**src/rtl/rr_decode_arbiter.sv**
```systemverilog
// rtl/rr_decode_arbiter.sv - four-way round-robin arbiter for a shared 2-to-4 decoder (optional hold timeout: RRA_TIMEOUT_EN)
module rr_decode_arbiter #(
    parameter int MAX_HOLD = 8
) (
    input  logic       clk,
    input  logic       rst,
    input  logic [3:0] req,
    input  logic       done,
    output logic [3:0] gnt,
    output logic [1:0] gnt_id,
    output logic       busy,
    output logic       timeout
);

    typedef enum logic {
        IDLE  = 1'b0,
        GRANT = 1'b1
    } state_t;

    state_t     state;
    state_t     state_next;
    logic [1:0] ptr;
    logic [1:0] ptr_next;
    logic [1:0] gnt_id_next;
    logic       busy_next;
    logic       timeout_next;
    logic [3:0] gnt_next;
    logic [1:0] sel;
    logic       hit;
    logic       release_req;
    logic       expire;

    // A hold limit outside 2..255 cannot be represented by the 8-bit hold counter.
    if (MAX_HOLD < 2 || MAX_HOLD > 255) begin : g_bad_max_hold
        $error("rr_decode_arbiter: MAX_HOLD must be in 2..255");
    end

`ifdef RRA_TIMEOUT_EN
    logic [7:0] hold_cnt;

    // Hold counter: parked at zero while idle so every new grant starts from zero.
    always_ff @(posedge clk) begin
        if (rst) begin
            hold_cnt <= 8'd0;
        end else if (state == GRANT) begin
            hold_cnt <= hold_cnt + 8'd1;
        end else begin
            hold_cnt <= 8'd0;
        end
    end

    assign expire = (hold_cnt == 8'(MAX_HOLD - 1));
`else
    assign expire = 1'b0;
`endif

    // Owner gives the decoder back by strobing done or dropping its own request.
    assign release_req = done || !req[gnt_id];

    // Round-robin scan starting at ptr; the lowest offset with a request wins.
    always_comb begin
        hit = 1'b0;
        sel = ptr;
        for (int k = 3; k >= 0; k--) begin
            if (req[ptr + 2'(k)]) begin
                hit = 1'b1;
                sel = ptr + 2'(k);
            end
        end
    end

    // Next-state and next registered outputs; defaults hold the current values.
    always_comb begin
        state_next   = state;
        ptr_next     = ptr;
        gnt_id_next  = gnt_id;
        busy_next    = busy;
        timeout_next = 1'b0;
        case (state)
            IDLE: begin
                if (hit) begin
                    state_next  = GRANT;
                    gnt_id_next = sel;
                    busy_next   = 1'b1;
                    ptr_next    = sel + 2'd1;
                end else begin
                    gnt_id_next = 2'd0;
                    busy_next   = 1'b0;
                end
            end
            GRANT: begin
                // A normal release on the expiry cycle takes priority, so no timeout pulse.
                if (release_req) begin
                    state_next  = IDLE;
                    gnt_id_next = 2'd0;
                    busy_next   = 1'b0;
                end else if (expire) begin
                    state_next   = IDLE;
                    gnt_id_next  = 2'd0;
                    busy_next    = 1'b0;
                    timeout_next = 1'b1;
                end
            end
            default: begin
                state_next  = IDLE;
                gnt_id_next = 2'd0;
                busy_next   = 1'b0;
            end
        endcase
        gnt_next = busy_next ? (4'b0001 << gnt_id_next) : 4'b0000;
    end

    // State, pointer and output registers.
    always_ff @(posedge clk) begin
        if (rst) begin
            state   <= IDLE;
            ptr     <= 2'd0;
            gnt     <= 4'b0000;
            gnt_id  <= 2'd0;
            busy    <= 1'b0;
            timeout <= 1'b0;
        end else begin
            state   <= state_next;
            ptr     <= ptr_next;
            gnt     <= gnt_next;
            gnt_id  <= gnt_id_next;
            busy    <= busy_next;
            timeout <= timeout_next;
        end
    end

endmodule
```
**config.mk**
```make
export PLATFORM = sky130hd
export DESIGN_NAME = rr_decode_arbiter
export DESIGN_NICKNAME = d
export VERILOG_FILES = /design/src/rtl/rr_decode_arbiter.sv
export SDC_FILE = /design/constraint.sdc
export NUM_CORES = 1
export LEC_CHECK = 0
export ABC_AREA = 1
export CORE_ASPECT_RATIO = 0.75
export CORE_MARGIN = 5
export CORE_UTILIZATION = 33
export CTS_BUF_LIST = sky130_fd_sc_hd__clkbuf_4
export DETAILED_ROUTE_END_ITERATION = 10
export PLACE_DENSITY = 0.66
export SLEW_MARGIN = 25
export SYNTH_ARGS = -nofsm -noshare
export SYNTH_HDL_FRONTEND = slang
export SYNTH_SLANG_ARGS = --single-unit
```
**constraint.sdc**
```tcl
create_clock -name clk -period 2.6 [get_ports clk]
set_input_delay 0.52 -clock clk [delete_from_list [all_inputs] [get_ports clk]]
set_output_delay 0.52 -clock clk [all_outputs]
set_load 0.005 [all_outputs]
```
### Word level (Yosys, flattened, before mapping)

Cells that the tools add are included.

* flip-flop bits (word level): 10
* latch bits: 0
* bits in writable memories: 0
* memory bits (read-only): 0
* input bits: 7
* output and inout port bits: 8
* logic and storage cells: 47
* memories: 0

* add/sub/neg operators: 4
* multiply operators: 0
* divide/modulo/power cells: 0
* order comparisons: 5
* eq/ne operators: 0
* shifts and indexed selects: 1
* mux-type cells: 26
* bitwise operators: 2
* reductions and logical operators: 4

Operator list (number)
* $lt A2 B3 Y1 const B: 5
* $mux W1: 12
* $mux W2: 6
* $bmux W1 S2: 5
* $add A2 B1 Y2 const B: 2
* $add A2 B2 Y2 const B: 2
* $pmux W1 S2: 2
* $pmux W2 S2: 1
* $shl A1 B2 Y4 const A: 1
* $not A1 Y1: 2
* $reduce_and A2 Y1: 1
* $reduce_or A2 Y1: 1
* $logic_not A1 Y1: 1
* $logic_or A1 B1 Y1: 1

### Longest topological paths before layout

Gate-level depths: netlist of the first run.

* word-level depth: 11
* mapped depth: 15
* depth with buffers taken out: 14

### Worst setup path before layout of the first run

Ideal clock, no wire load.

* kind: input port to flip-flop
* start: input port req[1]
* end: register gnt[1]
* setup time: 0.113 ns
* data arrival time: 1.318 ns
* data required time: 2.487 ns
* path slack: 1.169 ns
* stages on the path: 14
* path buffers: 0
* path through: inv_1 nand2_1 nand3_1 nand2_1 inv_1 nand2_1 nand2_2 nand2_2 nand2_1 nand2_2 nand2_2 nand2_2 inv_2 nor2_1

* word-level cells in the longest chain between the ends: 10
* elaborated cells on any way between the ends: 29
* those cells by class: shift (1); mux (24); bitwise (1); reduce/logical (3)

Ends and longest elaborated chain
* from (decl): RTL line 7 `input logic [3:0] req,`
* $bmux W1 S2: RTL line 65 `if (req[ptr + 2'(k)]) begin`
* $mux W1 (implied by the code): RTL line 65
* $mux W1 (4 in series): RTL line 65
* $mux W1: RTL line 81 `if (hit) begin`
* $pmux W1 S2: RTL line 79 `case (state)`
* $not A1 Y1 (no line)
* $reduce_or A2 Y1 (no line)
* to (signal assigned): RTL line 125 `gnt <= gnt_next;`
* to (decl): RTL line 9 `output logic [3:0] gnt,`

Several ways; a longest one is shown, not always the timed one. The select of a mux whose other input is x is not followed.
A chain may end at the register's enable or synchronous reset.

### Worst setup path in the final report of the first run

* start: input port req[1]
* end: register gnt_id[0]

* word-level cells in the longest chain between the ends: 8
* elaborated cells on any way between the ends: 23
* those cells by class: mux (21); reduce/logical (2)

Ends and longest elaborated chain
* $bmux W1 S2: RTL line 65
* $mux W1 (implied by the code): RTL line 65
* $mux W2 or $mux W1 (tied branches) (4 in series): RTL line 65
* $mux W2: RTL line 81
* $pmux W2 S2 *: RTL line 79
* to (signal assigned): RTL line 126 `gnt_id <= gnt_id_next;`
* to (decl): RTL line 10 `output logic [1:0] gnt_id,`

Every way passes the cells marked *; elsewhere a longest branch is shown, timed or not. The select of a mux whose other input is x is not followed.

==> results of run 1 <==
==> registers in the layout (all words and copies together), names as in the netlist <==
name and cells:
busy 1, state 1, gnt 4, gnt_id 2, ptr 2
==> cells in the mapped netlist <==
library cell	n	area (sq um)
a21oi_1	3	15.0
a21oi_4	1	16.3
buf_4	1	7.51
buf_6	1	11.3
conb_1	1	3.75
dfxtp_1	10	200
inv_1	12	45.0
inv_2	6	22.5
inv_8	1	11.3
nand2_1	36	135
nand2_2	17	106
nand2_4	2	22.5
nand3_1	7	35.0
nand3_2	1	10.0
nand4_1	1	6.26
nor2_1	16	60.1
nor2_4	1	11.3
o211ai_1	1	7.51
o21ai_0	1	5.00
o21ai_1	2	10.0
==> path summary, 6_finish.rpt <==
path	end	cells past startpoint	slack [ns]	start
hold / removal	busy$_SDFF_PP0_	2	0.57	state$_SDFF_PP0_
setup / recovery	gnt_id[0]$_SDFF_PP0_	13	0.79	req[1]
hold reg to reg	busy$_SDFF_PP0_	2	0.57	state$_SDFF_PP0_
setup reg to reg	gnt_id[0]$_SDFF_PP0_	13	0.90	ptr[0]$_SDFFE_PP0P_
==> power groups by stage <==
stage / combinational [mW] / sequential (mW) / clock, mW
2_1_floorplan: 0.613 / 0.246 / 0
3_3_place_gp: 0.737 / 0.278 / 0
3_5_place_dp: 0.739 / 0.276 / 0
4_1_cts: 0.744 / 0.273 / 0.107
5_1_grt: 0.848 / 0.284 / 0.121
6_report: 0.740 / 0.274 / 0.104
==> cell usage in the layout (no fill, tap or decap) <==
| cell type | n |
|---|---|
| a21oi_1 | 3 |
| a21oi_4 | 1 |
| clkbuf_4 | 3 |
| clkdlybuf4s50_1 | 13 |
| clkinv_1 | 1 |
| conb_1 | 1 |
| dfxtp_1 | 10 |
| inv_1 | 12 |
| inv_2 | 6 |
| inv_8 | 1 |
| nand2_1 | 36 |
| nand2_2 | 17 |
| nand2_4 | 2 |
| nand3_1 | 7 |
| nand3_2 | 1 |
| nand4_1 | 1 |
| nor2_1 | 16 |
| nor2_4 | 1 |
| o211ai_1 | 1 |
| o21ai_0 | 1 |
| o21ai_1 | 2 |
==> critical path, delay by kind of cell <==
kind | cells | cell delay, ns
buffers and inverters | 4 | 0.71
AO/OA/AOI/OAI | 1 | 0.14
AND/OR/NAND/NOR | 8 | 0.65
==> metrics by stage <==
step	instance area, sq um	util [%]	setup slack, ns	hold WS (ns)	instances
5_1_grt	910	44.0	0.560	0.586	160
2_1_floorplan	742	-	1.17	0.521	121
6_report	910	44.0	0.790	0.567	160
3_5_place_dp	883	42.7	0.532	0.552	156
4_1_cts	910	44.0	0.793	0.566	160
3_3_place_gp	883	42.7	0.551	0.552	156
==> cell type report <==
class,instances,area [sq um]
flip-flops and latches,10,200
multi-input cells,90,444
well taps,24,30.0
repair buffers,13,130
inverters,19,78.8
clock inverters,1,3.75
fillers,218,1160
clock buffers,3,22.5
==> routing by layer <==
layer / global-route usage [%] / wire, um / vias up
li1: - / - / 395
met1: 15.1 / 807 / 298
met2: 13.4 / 592 / 15
met3: 4.17 / 93 / 0
met4: 0 / 0 / 0
met5: 0 / 0 / -
==> kinds of logic (layout without fill, tap and decap cells) <==
| kind of cell | Yosys count | after routing | share of synthesized area, % |
|---|---|---|---|
| flip-flops | 10 | 10 | 27.0 |
| buffers and inverters | 21 | 36 | 13.2 |
| AO/OA/AOI/OAI | 8 | 8 | 7.25 |
| AND/OR/NAND/NOR | 81 | 81 | 52.1 |
| other | 1 | 1 | 0.505 |
==> impl_metrics.yaml, run 1 <==
global_route:
  overflow: 0
  grt_first_pass_wirelength_um: 2720
  antenna_found_initial: 0
  first_global_vias: 599
  gr-usage-all-layers_pct: 9.88
  grt_max_degree: 11
synth:
  ys_seq_elements: 10
  synth_warnings: 0
  netlist_area_sq_um: 742
  seq_area_frac_synth_pct: 27.0
  synth_nets: 128
  ys_types: 20
  syn_area_per_cell_sq_um: 6.13
  netlist_instances: 121
clock_network:
  cts.path.max_buffers: 2
  cts_root_buf: "clkbuf_4"
  cts-resized-gates: 0
  cts.sinks: 10
  clk_latency_ns: 0.26
  postCtsSetupBuffers: 0
  cts_tree: "built"
  cts_max_level: 1
  cts_hold_buf: 0
  clk_pin_slew_ns: 0.06
  cts_buffers: 3
drt:
  drc: 0
  drt-vias-per-instance: 4.43
  avgRoutedWirePerCell_um: 9.33
  routed_wl_um: 1490
  route.vias.total: 708
  drtIter0Drc: 72
  drtPass1Iterations: 4
  ant_nets: 0
placed_design:
  io_buffer_count: 13
  dpl.hpwl_um: 1220
  gp_congestion: 0.788
critical_path:
  crit_chain: "clkdlybuf4s50_1, inv_1, nand2_1, nand3_1, o21ai_1, inv_2, nand2_2, nand2_1, nand2_2, nand2_2, nand2_2, inv_2, nor2_1"
  cp_max_fo: 4
  worstPathRequired_ns: 2.79
  end_kind: "flop"
  worstSetupStartpointType: "input pin"
  path_class: "input pin to flop"
  worst_ep_arrival_time_ns: 2.00
  cpMaxStageDelayCell: "clkdlybuf4s50_1"
  max_stage_delay_ns: 0.50
  crit_top_cell: "nand2_2"
sta:
  skew_ns: 0.00406
  rsz0062_at_grt: "no"
  period_minus_slack_ns: 1.81
  hold_violations: 0
  report.final.setup_viol: 0
  fmax_mhz: 552
  drv_slew: 0
  timing.setup.tns_ns: 0
  fin_crit_sh_pct: 69.6
power_and_ir_drop:
  finalPower_mw: 1.12
  cellPowerDensity_nw_per_um2: 1230
  seq_power_share_pct: 24.5
  p_sw_share_pct: 51.0
  comb_power_share_pct: 66.2
  power.internal_mw: 0.548
  p_leak_nw: 0.476
  ir_drop_mv: 0.540
  p_clk_share_pct: 9.3
  p_sw_mw: 0.570
floorplan:
  initial_core_util_pct: 35.9
  rows: 14
  die_h_um: 51.1
  core-area_sq_um: 2070
  ioPinCount: 15
  dieWidth_um: 64.8
  dieArea_sq_um: 3310
flow_run:
  maxCapViolations: 0
layout:
  drive_above_1_share_pct: 23.5
  area_growth_syn_to_layout_pct: 22.6
  num_antenna_cells: 0
  fin_nets: 144
run_status:
  status: "complete, no violations"
hold_path:
  hold_class: "flop to flop"
Note: power is estimated with default switching activity, not from simulation.
==> inputs of run 2 (changes only) <==
- clock period: 2.6 -> 1.79 ns (I/O delays scaled with it)
==> run 2 against run 1 <==
Register-to-register slack worse by 0.66 ns; combinational power is 68% higher; sequential share of layout area down 1.0 points; total power rose by 56%; final area up 4.8%; worst setup slack lost 0.63 ns; via count increased by 3.5%; die area did not move; first-iteration DRC count shrank 18%; cell count is 3.1% higher; highest routed layer unchanged.
==> impl_metrics.yaml, run 2 (synthesis results as in run 1) <==
global_route:
  grt_max_degree: 11
  first_global_vias: 683
  antenna_found_initial: 0
  overflow: 0
  grt_first_pass_wirelength_um: 2990
  gr-usage-all-layers_pct: 11.7
power_and_ir_drop:
  finalPower_mw: 1.75
  p_leak_nw: 0.502
  cellPowerDensity_nw_per_um2: 1830
  ir_drop_mv: 0.626
flow_run:
  maxCapViolations: 0
drt:
  avgRoutedWirePerCell_um: 10.1
  drc: 0
  routed_wl_um: 1670
  drt-vias-per-instance: 4.44
  drtIter0Drc: 59
  drtPass1Iterations: 4
  route.vias.total: 733
  ant_nets: 0
layout:
  area_growth_syn_to_layout_pct: 28.5
  fin_nets: 149
  num_antenna_cells: 0
  layout_common_cells: "nand2_1 (35), nand2_2 (18), nor2_1 (16), clkdlybuf4s50_1 (13), inv_1 (12)"
  top_regs: "gnt x4, gnt_id x2, ptr x2"
  drive_above_1_share_pct: 27.7
  largest_register: "gnt"
  final_common_cell: "nand2_1"
  largest_register_ffs: 4
  final_util_pct: 46.1
sta:
  setup_slack_ns: 0.155
  skew_ns: 0.00212
  fin_crit_sh_pct: 91.3
  drv_slew: 0
  report.final.setup_viol: 0
  period_minus_slack_ns: 1.63
  timing.setup.tns_ns: 0
  fmax_mhz: 612
  rsz0062_at_grt: "no"
  hold_violations: 0
floorplan:
  core-area_sq_um: 2070
  dieWidth_um: 64.8
  rows: 14
  initial_core_util_pct: 35.9
  ioPinCount: 15
  dieArea_sq_um: 3310
  die_h_um: 51.1
clock_network:
  clk_latency_ns: 0.26
  clk_pin_slew_ns: 0.06
  cts.sinks: 10
  cts_buffers: 3
  cts_hold_buf: 0
  postCtsSetupBuffers: 0
  cts_max_level: 1
  cts.path.max_buffers: 2
  cts_tree: "built"
  cts_root_buf: "clkbuf_4"
placed_design:
  gp_congestion: 0.835
  place_ws_ns: -0.126
  dpl.hpwl_um: 1360
  io_buffer_count: 13
critical_path:
  end_kind: "flop"
  worstSetupStartpointType: "input pin"
  path_class: "input pin to flop"
  startpoint: "req[1]"
  reg2reg_from: "ptr[0]$_SDFFE_PP0P_"
  worst_ep_arrival_time_ns: 1.84
  r2r_cells: 15
  cp_max_fo: 3
  worstPathRequired_ns: 2.00
run_status:
  status: "complete, no violations"
hold_path:
  whs_path_depth: 2
  hold_class: "flop to flop"
  hp-start: "state$_SDFF_PP0_"
## run 2: layout make-up
class,count,area [sq um]
Fill cell,213,1110
Multi-Input combinational cell,90,450
Sequential cell,10,200
Timing Repair Buffer,18,168
Inverter,19,78.8
Tap cell,24,30.0
Clock buffer,3,22.5
Clock inverter,1,3.75
## run 2: power breakdown
| part | leakage, nW | internal, mW | switching, mW |
|---|---|---|---|
| Sequential | 0.0825 | 0.302 | 0.0541 |
| Clock | 0.0154 | 0.0805 | 0.0742 |
| Combinational | 0.404 | 0.492 | 0.745 |
| Total | 0.502 | 0.874 | 0.873 |
## run 2: final timing paths
| kind | to | slack (ns) |
|---|---|---|
| setup reg to reg | gnt_id[0]$_SDFF_PP0_ | 0.24 |
| hold reg to reg | busy$_SDFF_PP0_ | 0.57 |
| hold / removal | busy$_SDFF_PP0_ | 0.57 |
| setup / recovery | gnt[3]$_SDFF_PP0_ | 0.16 |
## run 2: metrics by stage
step                      hold WS (ns)  area (sq um)  instances
after floorplan                  0.425           742        121
after global placement           0.574           921        161
after detailed placement         0.557           921        161
after CTS                        0.568           947        165
after global routing             0.585           953        165
final                            0.571           953        165
## run 2: repair_timing
action | 4_1_cts | 5_1_grt
setup endpoints to repair | 0 | 2
resized for setup | 0 | 2
hold endpoints to repair | 0 | 0
## run 2: per-layer routing
metal	share of wire, %	up-vias	global-route usage [%]
met5	0	-	0
met4	0	0	3.16
met3	8.4	0	5.70
met2	40	16	15.3
met1	52	313	16.7
li1	-	404	-
## run 2: worst max-delay path: stages
cell             delay (ns)
clkdlybuf4s50_1        0.50
inv_1                  0.09
a21oi_1                0.11
o21ai_0                0.09
nand2_1                0.09
nand2_1                0.06
nor2_1                 0.18
nand2_1                0.13
nand2_1                0.09
nand2_1                0.06
nor2_1                 0.09
